==> config.mk <==
export PLATFORM = sky130hd
export DESIGN_NAME = channel_reduce_sum
export DESIGN_NICKNAME = d
export VERILOG_FILES = /design/src/rtl/channel_reduce_sum_pkg.sv /design/src/rtl/channel_reduce_sum_datapath.sv /design/src/rtl/channel_reduce_sum.sv
export SDC_FILE = /design/constraint.sdc
export NUM_CORES = 1
export LEC_CHECK = 0
export BUFFER_PORTS_ARGS = -buffer_cell sky130_fd_sc_hd__buf_2
export CAP_MARGIN = 0
export CORE_ASPECT_RATIO = 1.2
export CORE_MARGIN = 2
export CORE_UTILIZATION = 35
export CTS_CLUSTER_DIAMETER = 100
export DETAILED_ROUTE_END_ITERATION = 16
export PLACE_DENSITY = 0.62
export SLEW_MARGIN = 15
export SYNTH_ARGS = -nofsm -noshare
export SYNTH_HDL_FRONTEND = slang
export SYNTH_SLANG_ARGS = --single-unit
==> constraint.sdc <==
create_clock -name clk -period 3.1 [get_ports clk]
set_input_delay 0.93 -clock clk [delete_from_list [all_inputs] [get_ports clk]]
set_output_delay 0.93 -clock clk [all_outputs]
set_load 0.01 [all_outputs]
==> src/rtl/channel_reduce_sum_pkg.sv <==
// Shared types and defaults for the channel_reduce_sum block.
package channel_reduce_sum_pkg;

    localparam int DEFAULT_WIDTH = 32;
    localparam int DEFAULT_COUNT = 4;

    // One state per micro-step of the read/accumulate/write sequence
    typedef enum logic [3:0] {
        ST_CLEAR    = 4'd0,
        ST_INIT     = 4'd1,
        ST_WAIT_IN  = 4'd2,
        ST_POP      = 4'd3,
        ST_ACC      = 4'd4,
        ST_BRANCH   = 4'd5,
        ST_WAIT_OUT = 4'd6,
        ST_WRITE    = 4'd7,
        ST_DONE     = 4'd8
    } state_t;

endpackage

==> src/rtl/channel_reduce_sum_datapath.sv <==
// Accumulator, element counter and last-element flag for channel_reduce_sum.
module reduce_datapath
    import channel_reduce_sum_pkg::*;
#(
    parameter int WIDTH = DEFAULT_WIDTH,
    parameter int COUNT = DEFAULT_COUNT
) (
    input  logic             clk,
    input  logic             rst_n,
    input  logic             clr_acc,
    input  logic             acc_en,
    input  logic [WIDTH-1:0] data,
    input  logic             clr_cnt,
    input  logic             cnt_en,
    output logic [WIDTH-1:0] acc,
    output logic             last
);

    // Counter must be able to hold COUNT itself for the terminal compare
    localparam int CW = (COUNT < 2) ? 1 : $clog2(COUNT + 1);

    logic [CW-1:0]    cnt_reg;
    logic [CW-1:0]    cnt_inc;
    logic [WIDTH-1:0] acc_sum;
    logic             cnt_hit;

    // Add primitive: accumulator plus head word, wraps with no carry out
    assign acc_sum = acc + data;

    // Add primitive: element counter increment
    assign cnt_inc = cnt_reg + CW'(1);

    // Eq primitive: this pop is the final element of the run
    assign cnt_hit = (cnt_inc == CW'(COUNT));

    // Accumulator register, cleared at the start of every run
    always_ff @(posedge clk or negedge rst_n) begin
        if (!rst_n) begin
            acc <= '0;
        end else if (clr_acc) begin
            acc <= '0;
        end else if (acc_en) begin
            acc <= acc_sum;
        end
    end

    // Element counter and last flag, updated when a word is accepted
    always_ff @(posedge clk or negedge rst_n) begin
        if (!rst_n) begin
            cnt_reg <= '0;
            last    <= 1'b0;
        end else if (clr_cnt) begin
            cnt_reg <= '0;
        end else if (cnt_en) begin
            cnt_reg <= cnt_inc;
            last    <= cnt_hit;
        end
    end

endmodule

==> src/rtl/channel_reduce_sum.sv <==
// Reads COUNT words from an input channel, sums them and writes the result once.
module channel_reduce_sum
    import channel_reduce_sum_pkg::*;
#(
    parameter int WIDTH = DEFAULT_WIDTH,
    parameter int COUNT = DEFAULT_COUNT
) (
    input  logic             clk,
    input  logic             rst_n,
    output logic             valid,
    output logic [WIDTH-1:0] out_in_data,
    output logic             out_read_valid,
    output logic             out_rst,
    output logic             out_write_valid,
    input  logic [WIDTH-1:0] out_out_data,
    input  logic             out_read_ready,
    input  logic             out_write_ready,
    output logic [WIDTH-1:0] in_in_data,
    output logic             in_read_valid,
    output logic             in_rst,
    output logic             in_write_valid,
    input  logic [WIDTH-1:0] in_out_data,
    input  logic             in_read_ready,
    input  logic             in_write_ready
);

    state_t     state_reg;
    logic       last;
    logic [WIDTH-1:0] acc;
    logic       unused_inputs;

    // Channel controls this block never exercises
    assign out_read_valid = 1'b0;
    assign out_rst        = 1'b0;
    assign in_in_data     = '0;
    assign in_rst         = 1'b0;
    assign in_write_valid = 1'b0;
    assign unused_inputs  = ^{out_out_data, out_read_ready, in_write_ready};

    // Result is offered continuously; only qualified by the write strobe
    assign out_in_data = acc;

    reduce_datapath #(
        .WIDTH (WIDTH),
        .COUNT (COUNT)
    ) u_datapath (
        .clk     (clk),
        .rst_n   (rst_n),
        .clr_acc (state_reg == ST_CLEAR),
        .acc_en  (state_reg == ST_ACC),
        .data    (in_out_data),
        .clr_cnt (state_reg == ST_INIT),
        .cnt_en  ((state_reg == ST_WAIT_IN) && in_read_ready),
        .acc     (acc),
        .last    (last)
    );

    // Sequencer with registered strobes; readies only matter in the wait states
    always_ff @(posedge clk or negedge rst_n) begin
        if (!rst_n) begin
            state_reg       <= ST_CLEAR;
            in_read_valid   <= 1'b0;
            out_write_valid <= 1'b0;
            valid           <= 1'b0;
        end else begin
            in_read_valid   <= 1'b0;
            out_write_valid <= 1'b0;
            case (state_reg)
                ST_CLEAR:  state_reg <= ST_INIT;
                ST_INIT:   state_reg <= ST_WAIT_IN;
                ST_WAIT_IN: begin
                    if (in_read_ready) begin
                        state_reg     <= ST_POP;
                        in_read_valid <= 1'b1;
                    end
                end
                ST_POP:    state_reg <= ST_ACC;
                ST_ACC:    state_reg <= ST_BRANCH;
                ST_BRANCH: state_reg <= last ? ST_WAIT_OUT : ST_WAIT_IN;
                ST_WAIT_OUT: begin
                    if (out_write_ready) begin
                        state_reg       <= ST_WRITE;
                        out_write_valid <= 1'b1;
                    end
                end
                ST_WRITE: begin
                    state_reg <= ST_DONE;
                    valid     <= 1'b1;
                end
                ST_DONE:   state_reg <= ST_DONE;
                default:   state_reg <= ST_CLEAR;
            endcase
        end
    end

endmodule

======== Word level (Yosys, flattened, before mapping) ========
Index checks and enable logic that the tools add are counted.
storage, ports and cells
  flip-flop bits (word level) ............. 43
  bits of input ports ..................... 70
  output and inout port bits .............. 71
  word-level logic and storage cells ...... 40
cells by class
  $add $sub $neg .......................... 2
  equal/unequal tests ..................... 11
  muxes and demuxes ....................... 12
  bitwise gates (word level) .............. 1
  reduce and logical (&&, ||, !) cells .... 7
operator list
  kind                                                                    count
  32-bit 2-to-1 mux                                                       2
  32-bit adder                                                            1
  4-bit one-hot mux with 8 select lines                                   1
  4-bit by 3-bit equality test with 1-bit output (second input constant)  4
  3-bit 2-to-1 mux                                                        3
  4-bit by 2-bit equality test with 1-bit output (second input constant)  2
  4-bit 2-to-1 mux                                                        2
  4-bit by 1-bit equality test with 1-bit output (second input constant)  1
  4-bit equality test (second input constant)                             1
  4-bit logical NOT                                                       1
  1-bit 2-to-1 mux                                                        4
  2-bit != test (second input constant)                                   2
  2-bit AND reduction                                                     2
  2-bit nonzero test                                                      2
  3-bit by 1-bit adder with 3-bit output (second input constant)          1
  3-bit equality test (second input constant)                             1
  2-bit OR reduction                                                      1
  1-bit logical AND                                                       1
  1-bit inverter                                                          1

======== Depth between registers and ports, before layout ========
Gate-level depths: netlist of the first run.
  word-level depth ........................ 4
  mapped depth ............................ 10
  gate-level depth less buffers ........... 10

======== By module ========
Synthesis of the first run repeated with hierarchy kept, for this count alone.
second synthesis, totals
  cell total of the unflattened synthesis .. 383
  area total of the unflattened synthesis .. 3,542.1 um^2
modules (own cells, without submodules)
  module              times used  cells each  area an instance (um^2)  seq. area each (um^2)
  reduce_datapath     1           319         2,915.3                  900.9
  channel_reduce_sum  1           64          626.9                    175.2

======== Least setup slack after synthesis of the first run ========
No wires, ideal clock.
  path type ............................... input to register
  start point ............................. input in_out_data[0]
  end point ............................... register u_datapath.acc[24]
  setup time .............................. 0.131 ns
  arrival time ............................ 2.902 ns
  required time ........................... 2.969 ns
  slack ................................... 0.067 ns
  stages .................................. 10
  path buffers ............................ 0
  cells stage by stage .................... ha_1 fa_1 a211oi_2 o21a_1 nor3_1 o22ai_1 o21ai_1 a41oi_1 xnor2_1 o21ai_1
between the ends
  word-level cells in the longest chain between the ends .. 3
RTL lines
  element               line                               source
  start, declared       channel_reduce_sum.sv:22           input logic [WIDTH-1:0] in_out_data,
  32-bit adder          channel_reduce_sum_datapath.sv:28  assign acc_sum = acc + data;
  32-bit 2-to-1 mux     channel_reduce_sum_datapath.sv:42  end else if (acc_en) begin
  32-bit 2-to-1 mux     channel_reduce_sum_datapath.sv:40  end else if (clr_acc) begin
  end signal, assigned  channel_reduce_sum_datapath.sv:43  acc <= acc_sum;
  end, declared         channel_reduce_sum_datapath.sv:15  output logic [WIDTH-1:0] acc,
Every way passes these cells. The select of a mux whose other input is x is not followed.
A chain may end at the register's enable or synchronous reset.

======== Final worst setup path of the first run ========
  start point ............................. input in_out_data[6]
  end point ............................... register u_datapath.acc[27]
Same word-level chain as after synthesis.

==> results.sh, run 1 <==
export IMPL_die_area_sq_mm=0.0111
export IMPL_start_util_pct=36.1
export IMPL_p_leak_uw=0.00222
export IMPL_postSynthAreaPerCell_sq_um=8.59
export IMPL_place_congestion=0.830
export IMPL_pin_count=141
export IMPL_synthArstFlopShare_pct=100
export IMPL_pwr_share_seq_pct=25.7
export IMPL_fin_util_pct=43.6
export IMPL_synthDistinctLibCells=58
export IMPL_cts_num_sinks=43
export IMPL_largest_reg_flops=32
export IMPL_mostFrequentLayoutCell="buf_2"
export IMPL_cp_num_cells=10
export IMPL_synth_seq_cells=43
export IMPL_syn_inst=420
export IMPL_reg2reg_depth=9
export IMPL_clockBufferDepth=2
export IMPL_num_rows=40
export IMPL_hold_worst_slack_ps=467
export IMPL_path_buf_inv=1
export IMPL_yosysWarnings=0
export IMPL_finalWirelength_um=8930
export IMPL_post_cts_resize_count=0
export IMPL_switchingPower_uw=1650
export IMPL_synth_edf_count=0
export IMPL_hold_violations=0
export IMPL_synth_area_sq_mm=0.00361
export IMPL_period_minus_slack_ps=2970
export IMPL_cts_setup_buffers=0
export IMPL_grt_ovfl_total=0
export IMPL_fmax_mhz=336
export IMPL_dpl_hpwl_um=6940
export IMPL_cts_tree="yes"
export IMPL_hold_path_class="reg -> reg"
export IMPL_pwr_share_comb_pct=60.4
export IMPL_coreArea_sq_mm=0.0100
export IMPL_crit_slowest_cell="a2111oi_0"
export IMPL_rsz0062_at_grt="no"
export IMPL_preCtsSetupSlack_ps=-191
export IMPL_worstHoldPathCells=1
export IMPL_fin_worst_skew_ps=6.95
export IMPL_ys_flop_type="dfrtp_1"
export IMPL_internal_power_uw=2090
export IMPL_crit_path_end_kind="flip-flop"
export IMPL_drc=0
export IMPL_crit_fanout=3
export IMPL_setup_tns_final_ps=0
export IMPL_startpoint_type="input port"
export IMPL_drive_gt1_share_pct=24.7
export IMPL_grt_pass1_wl_um=15000
export IMPL_synth_yosys_seq_area_share_pct=29.8
export IMPL_nets=625
export IMPL_holdBufCountCts=0
export IMPL_cp_data_required_time_ps=3280
export IMPL_power_density_mw_per_mm2=857
export IMPL_final_cell_mix="buf_2, nand2_1, dfrtp_1, buf_4, conb_1"
export IMPL_worst_slack_ps=127
export IMPL_ant_nets=0
export IMPL_drtIter0Drc=143
export IMPL_slew_headroom_pct=43.9
export IMPL_clk_latency_ps=290
export IMPL_clockRootBuffer="clkbuf_16"
export IMPL_clkTransAtPathRegs_ps=60
export IMPL_min_period_over_period_pct=95.9
export IMPL_via_per_inst=5.15
export IMPL_swShare_pct=44.2
export IMPL_pwr_share_clk_pct=14.0
export IMPL_wl_per_cell_um=13.8
export IMPL_io_buffers=70
export IMPL_area_delta_synth_final_pct=21.0
export IMPL_arrival_ps=3150
export IMPL_antenna_found_initial=0
export IMPL_htreeDepth=2
export IMPL_crit_type="in -> reg"
export IMPL_tightest_slew_ps=842
export IMPL_firstDrtPassIters=4
export IMPL_die_h_um=115
export IMPL_path_cells="buf_2 > ha_1 > a2111oi_0 > o21a_1 > o21bai_1 > nor4b_4 > o21ai_2 > a21oi_1 > or3_1 > a32o_1"
export IMPL_grt_use_total_pct=16.3
export IMPL_ir_worst_vdd_uv=278
export IMPL_cap_viol_max_count=0
export IMPL_drv_slew=0
export IMPL_status="completed"
export IMPL_path_delay_family="compound AO/OA/AOI/OAI gates"
export IMPL_slowest_delay_ps=480
export IMPL_num_vias=3335
export IMPL_cts_buffers=5
export IMPL_setup_viol=0
export IMPL_diodes=0
export IMPL_grt_max_degree=31
export IMPL_die_width_um=96.7
export IMPL_grt_pass1_vias=3268
==> routing by layer <==
layer	part of all wire (%)	vias up	GRT usage, %
met4	1.5	0	4.79
li1	-	1651	-
met3	4.1	9	2.55
met5	0	-	0
met2	51	97	30.1
met1	43	1578	19.6
==> worst paths after layout <==
kind	from	end	slack, ps
min in group asynchronous	rst_n	in_read_valid$_DFF_PN0_	530
worst min register to register	valid$_DFFE_PN0P_	valid$_DFFE_PN0P_	470
worst max-delay path	in_out_data[6]	u_datapath.acc[27]$_DFFE_PN0P_	130
worst min-delay path	valid$_DFFE_PN0P_	valid$_DFFE_PN0P_	470
max in group asynchronous	rst_n	u_datapath.acc[11]$_DFFE_PN0P_	1850
worst max register to register	u_datapath.acc[14]$_DFFE_PN0P_	u_datapath.acc[27]$_DFFE_PN0P_	450
==> cell usage after synthesis, drive strengths merged (3+ instances only) <==
cell type	instances	area (sq um)
ha	33	413
buf	37	274
o31a	3	26.3
clkbuf	11	41.3
dfrtp	43	1080
nand2	44	165
a32o	4	40.0
and3	5	32.5
nor2	21	86.3
nand3	6	30.0
o22ai	3	18.8
o211ai	7	52.6
o21ai	49	249
nand2b	6	37.5
nor3	4	20.0
o21bai	6	45.0
and2	4	27.5
a21o	9	68.8
xnor2	12	105
o21a	4	30.0
xor2	13	114
or3	5	31.3
inv	14	52.6
a22o	5	43.8
a21oi	33	173
a211oi	6	55.1
==> power groups by stage <==
stage | Sequential, uW | Combinational (uW) | Clock [uW]
floorplan | 985 | 1510 | 0
global placement | 956 | 2200 | 0
detailed placement | 969 | 2240 | 0
CTS | 960 | 2250 | 538
global route | 993 | 2540 | 559
finish | 961 | 2260 | 522
==> layout make-up <==
type	instances	area, sq um
fillers	1025	5640
clock buffers	7	133
well taps	126	158
repair buffers	107	628
multi-input cells	350	2310
flip-flops and latches	43	1080
clock inverters	1	5.00
inverters	14	52.6
==> metrics by stage <==
stage                     instance area, sq um  std cells  power, uW
after detailed placement                  4210        640       3200
after CTS                                 4350        648       3750
after global routing                      4370        648       4100
after global placement                    4210        640       3160
after floorplan                           3740        455       2490
final                                     4370        648       3740
==> kinds of logic (layout without fill, tap and decap cells) <==
kind of cell,after synthesis,after routing,share of synthesized area [%]
AOI/OAI and AO/OA,148,148,26.8
muxes,2,2,0.555
adders and majority gates,34,34,12.0
xor gates and xnor gates,25,25,6.07
DFF,43,43,29.8
buffers and inverters,62,129,10.2
and+or+nand+nor,105,105,14.5
other,1,36,0.104
==> worst register-to-register path, stage by stage (launching register included) <==
cell and delay, ps:
dfrtp_1 390, ha_1 320, a211oi_2 300, o211ai_1 150
a221o_1 360, and2_4 190, o21ai_2 170, a21oi_1 100
or3_1 310, a32o_1 250
Power figures use the tool's default switching activity.
==> run 2: changes to the inputs <==
Settings changed: SYNTH_HIERARCHICAL from default to 1.
==> results.sh, run 2 <==
export IMPL_status="completed"
export IMPL_drtIter0Drc=63
export IMPL_htreeDepth=2
export IMPL_tightest_slew_ps=596
export IMPL_clk_latency_ps=290
export IMPL_synth_yosys_seq_area_share_pct=30.4
export IMPL_startpoint_type="input port"
export IMPL_holdBufCountCts=0
export IMPL_mostFrequentLayoutCell="buf_4"
export IMPL_slew_headroom_pct=59.7
export IMPL_pwr_share_comb_pct=61.9
export IMPL_synth_top_area_share_pct=30.4
export IMPL_reg2reg_depth=14
export IMPL_grt_pass1_vias=3081
export IMPL_pwr_share_clk_pct=13.5
export IMPL_die_h_um=114
export IMPL_internal_power_uw=2260
export IMPL_power_uw=3900
export IMPL_preCtsSetupSlack_ps=-413
export IMPL_grt_ovfl_total=0
export IMPL_cap_viol_max_count=0
export IMPL_ys_flop_type="dfrtp_1"
export IMPL_period_minus_slack_ps=3070
export IMPL_worst_slack_ps=29.9
export IMPL_yosysMostFrequentCell="dfrtp_1"
export IMPL_power_density_mw_per_mm2=822
export IMPL_pin_count=141
export IMPL_crit_type="in -> reg"
export IMPL_area_delta_synth_final_pct=34.1
export IMPL_setup_viol=0
export IMPL_grt_pass1_wl_um=14300
export IMPL_ys_top_cells_by_area="dfrtp_1, ha_1, buf_4"
export IMPL_layoutNonFillerInstCount=644
export IMPL_synth_seq_cells=43
export IMPL_dpl_hpwl_um=6520
export IMPL_r2r_end="u_datapath/acc[28]$_DFFE_PN0P_"
export IMPL_synthArstFlopShare_pct=100
export IMPL_rsz0062_at_grt="yes"
export IMPL_num_vias=3109
export IMPL_hold_violations=0
export IMPL_cts_tree="yes"
export IMPL_firstDrtPassIters=4
export IMPL_fin_util_pct=47.9
export IMPL_synthDistinctLibCells=60
export IMPL_grt_max_degree=43
export IMPL_coreArea_sq_mm=0.00991
export IMPL_finalWirelength_um=8510
export IMPL_cp_data_required_time_ps=3280
export IMPL_postSynthAreaPerCell_sq_um=9.25
export IMPL_fmax_mhz=326
export IMPL_arrival_ps=3250
export IMPL_synth_edf_count=0
export IMPL_via_per_inst=4.83
export IMPL_fin_worst_skew_ps=5.36
export IMPL_ir_worst_vdd_uv=369
export IMPL_synth_area_sq_mm=0.00354
export IMPL_holdPathEnd="valid$_DFFE_PN0P_"
export IMPL_synth_commonest_cells="dfrtp_1, nor2_1, buf_4"
export IMPL_wl_per_cell_um=13.2
export IMPL_largest_reg_flops=32
export IMPL_diodes=0
export IMPL_io_buffers=70
export IMPL_r2r_setup_slack_ps=300
export IMPL_ant_nets=0
export IMPL_clockRootBuffer="clkbuf_16"
export IMPL_place_congestion=0.850
export IMPL_num_rows=40
export IMPL_crit_path_end_kind="flip-flop"
export IMPL_hold_start="valid$_DFFE_PN0P_"
export IMPL_drive_gt1_share_pct=37.5
export IMPL_yosysTopAreaCell="dfrtp_1"
export IMPL_clkTransAtPathRegs_ps=60
export IMPL_worstHoldPathCells=1
export IMPL_crit_fanout=3
export IMPL_timing_rr_start="u_datapath/acc[0]$_DFFE_PN0P_"
export IMPL_swShare_pct=42.2
export IMPL_setup_tns_final_ps=0
export IMPL_drc=0
export IMPL_die_width_um=95.8
export IMPL_clockBufferDepth=2
export IMPL_cts_buffers=5
export IMPL_final_cell_mix="buf_4, buf_2, dfrtp_1, nor2_1, conb_1"
export IMPL_dp_cells=626
export IMPL_switchingPower_uw=1650
export IMPL_cts_num_sinks=43
export IMPL_start_util_pct=35.7
export IMPL_die_area_sq_mm=0.0109
export IMPL_p_leak_uw=0.00241
export IMPL_grt_use_total_pct=16.5
export IMPL_hold_path_class="reg -> reg"
export IMPL_nets=621
export IMPL_min_period_over_period_pct=99.0
export IMPL_pwr_share_seq_pct=24.6
export IMPL_antenna_found_initial=0
export IMPL_syn_inst=383
export IMPL_yosysWarnings=6
export IMPL_drv_slew=0
-- run 2: metal layers --
metal	up-vias	global-route usage [%]	routed length (um)
li1	1550	-	-
met1	1474	19.3	3500
met2	75	29.9	4460
met3	10	3.82	447
met4	0	4.10	104
met5	-	0	0
-- run 2: cell type report --
type,count,area [sq um]
fillers,974,5160
clock inverters,3,15.0
multi-input cells,316,2430
well taps,126,158
inverters,11,41.3
repair buffers,140,898
clock buffers,5,125
flip-flops and latches,43,1080
-- run 2: cell families after synthesis --
group / synth area share, %
fa+ha+maj: 12.2
other cells: 0.106
simple gates: 15.6
compound gates: 17.3
buf+inv: 10.8
flops: 30.4
xor+xnor: 6.43
mux: 7.14
-- run 2: timing repair --
action / CTS / global route
buffers inserted: 4 / 6
endpoints found under the setup margin: 3 / 5
resized for setup: 11 / 19
pin swaps: 21 / 21
-- run 2: how the worst max path moves through the flow --
stage          cells past startpoint      startpoint                        endpoint  slack, ps
3_3_place_gp                      13  in_out_data[1]  u_datapath/acc[31]$_DFFE_PN0P_       -390
4_1_cts                           13  in_out_data[3]  u_datapath/acc[31]$_DFFE_PN0P_          6
5_1_grt                           15  in_out_data[0]  u_datapath/acc[24]$_DFFE_PN0P_       -100
2_1_floorplan                     14  in_out_data[0]  u_datapath/acc[28]$_DFFE_PN0P_        -60
3_5_place_dp                      13  in_out_data[1]  u_datapath/acc[31]$_DFFE_PN0P_       -410
6_report                          15  in_out_data[0]  u_datapath/acc[28]$_DFFE_PN0P_         30
-- run 2: stage by stage --
stage	area (sq um)	hold WS [ps]
detailed placement	4370	459
CTS	4600	473
floorplan	3740	482
finish	4750	473
global route	4750	501
global placement	4370	452
-- run 2: worst max-delay path, stage by stage --
cell and delay [ps]:
buf_8 80, ha_4 130, inv_2 30, fa_2 340
nor2b_2 130, o21ai_2 70, a21boi_2 150, o21ai_2 100
a21oi_2 190, a31o_4 210, nand4_4 90, a31oi_4 220
a31oi_4 110, and4b_1 190, a211o_1 260
-- run 2: power by group through the flow --
stage | Combinational [uW] | Clock [uW] | Sequential [uW]
2_1_floorplan | 1540 | 0 | 959
3_3_place_gp | 2220 | 0 | 947
3_5_place_dp | 2270 | 0 | 962
4_1_cts | 2350 | 546 | 957
5_1_grt | 2690 | 571 | 992
6_report | 2420 | 529 | 960
==> run 3: changes to the inputs <==
Settings changed: CORE_ASPECT_RATIO 1.2 to default.
==> results.sh, run 3 (synthesis results as in run 2) <==
export IMPL_status="completed"
export IMPL_fin_util_pct=47.5
export IMPL_via_per_inst=4.84
export IMPL_die_h_um=105
export IMPL_pwr_share_comb_pct=61.4
export IMPL_arrival_ps=3260
export IMPL_antenna_found_initial=0
export IMPL_grt_max_degree=29
export IMPL_start_util_pct=36.1
export IMPL_holdBufCountCts=0
export IMPL_diodes=0
export IMPL_cts_tree="yes"
export IMPL_startpoint_type="input port"
export IMPL_coreArea_sq_mm=0.00982
export IMPL_final_cell_mix="buf_2, buf_4, dfrtp_1, nor2_1, conb_1"
export IMPL_grt_ovfl_total=0
export IMPL_crit_fanout=3
export IMPL_num_rows=36
export IMPL_mostFrequentLayoutCell="buf_2"
export IMPL_drtIter0Drc=91
export IMPL_htreeDepth=2
export IMPL_place_congestion=0.879
export IMPL_pwr_share_seq_pct=24.9
export IMPL_drv_slew=0
export IMPL_power_density_mw_per_mm2=824
export IMPL_setup_viol=0
export IMPL_period_minus_slack_ps=3080
export IMPL_largest_reg_flops=32
export IMPL_preCtsSetupSlack_ps=-441
export IMPL_cap_viol_max_count=0
export IMPL_finalWirelength_um=8140
export IMPL_crit_type="in -> reg"
export IMPL_hold_worst_slack_ps=476
export IMPL_clk_latency_ps=290
export IMPL_nets=615
export IMPL_pin_count=141
export IMPL_hold_path_class="reg -> reg"
export IMPL_p_leak_uw=0.00238
export IMPL_ir_worst_vdd_uv=274
export IMPL_clkTransAtPathRegs_ps=90
export IMPL_grt_pass1_vias=2987
export IMPL_rsz0062_at_grt="yes"
export IMPL_drc=0
export IMPL_tightest_slew_ps=851
export IMPL_die_width_um=105
export IMPL_seqCellArea_sq_mm=0.00108
export IMPL_multi_input_area_sq_mm=0.00240
export IMPL_die_area_sq_mm=0.0109
export IMPL_hold_violations=0
export IMPL_swShare_pct=41.7
export IMPL_slew_headroom_pct=43.0
export IMPL_dpl_hpwl_um=6220
export IMPL_area_delta_synth_final_pct=31.8
export IMPL_cp_data_required_time_ps=3280
export IMPL_firstDrtPassIters=4
export IMPL_fillCellCount=951
export IMPL_min_period_over_period_pct=99.3
export IMPL_grt_pass1_wl_um=13300
export IMPL_grt_use_total_pct=14.5
export IMPL_wl_per_cell_um=12.6
export IMPL_fin_worst_skew_ps=4.03
export IMPL_worst_slack_ps=20.3
export IMPL_cts_buffers=5
export IMPL_cts_num_sinks=43
export IMPL_io_buffers=70
export IMPL_fmax_mhz=325
export IMPL_drive_gt1_share_pct=35.5
export IMPL_pwr_share_clk_pct=13.7
export IMPL_ant_nets=0
export IMPL_clockBufferDepth=2
export IMPL_crit_path_end_kind="flip-flop"
export IMPL_clockRootBuffer="clkbuf_8"
export IMPL_num_vias=3123
export IMPL_switchingPower_uw=1600
export IMPL_internal_power_uw=2240
==> run 3: power groups by stage <==
stage	Sequential, uW	Clock [uW]	Combinational (uW)
detailed placement	966	0	2220
global placement	958	0	2180
finish	958	527	2360
CTS	955	552	2250
global route	988	571	2620
floorplan	959	0	1540
==> run 3: worst paths after layout <==
| path | slack (ps) | cells after the start | endpoint | start |
|---|---|---|---|---|
| max reg2reg | 280 | 12 | u_datapath/acc[31]$_DFFE_PN0P_ | u_datapath/acc[3]$_DFFE_PN0P_ |
| max in group asynchronous | 1800 | 2 | u_datapath/acc[19]$_DFFE_PN0P_ | rst_n |
| min reg2reg | 480 | 1 | valid$_DFFE_PN0P_ | valid$_DFFE_PN0P_ |
| max | 20 | 13 | u_datapath/acc[31]$_DFFE_PN0P_ | in_out_data[3] |
| min | 480 | 1 | valid$_DFFE_PN0P_ | valid$_DFFE_PN0P_ |
| min in group asynchronous | 680 | 1 | u_datapath/acc[11]$_DFFE_PN0P_ | rst_n |
==> run 3: layout make-up <==
type	instances	area share (%)
multi-input combinational	316	51.5
sequential	43	23.1
timing repair buffer	134	18.2
tap	133	3.56
clock buffer	6	1.55
clock inverter	2	1.29
inverter	11	0.884
==> run 3: through the flow <==
stage          setup TNS, ps  power [uW]  area (sq um)  instances
5_1_grt                 -111        4180          4670        645
4_1_cts                    0        3760          4500        637
2_1_floorplan           -102        2500          3740        418
3_5_place_dp           -1940        3190          4340        628
3_3_place_gp           -1780        3140          4340        628
6_report                   0        3850          4670        645
==> run 3: worst max-delay path, stage by stage <==
cell     delay, ps
buf_6          100
ha_4           200
a21o_1         180
a21oi_2        160
a21oi_2         90
o21ai_2        240
a31oi_4        130
a31o_1         250
a21oi_2        180
nor2_2          70
o22ai_2        180
mux2i_1        210
mux2_1         330
==> run 3: repair_timing <==
item	4_1_cts	5_1_grt
pin swaps	2	24
endpoints found under the setup margin	3	6
buffers inserted	1	8
gates resized for setup	3	19
==> run 3: metal layers <==
layer	up-vias	global-route usage (%)	wire, um
met4	0	6.19	196
met1	1477	18.2	3710
met5	-	0	0
met2	85	24.9	3970
met3	15	2.12	269
li1	1546	-	-
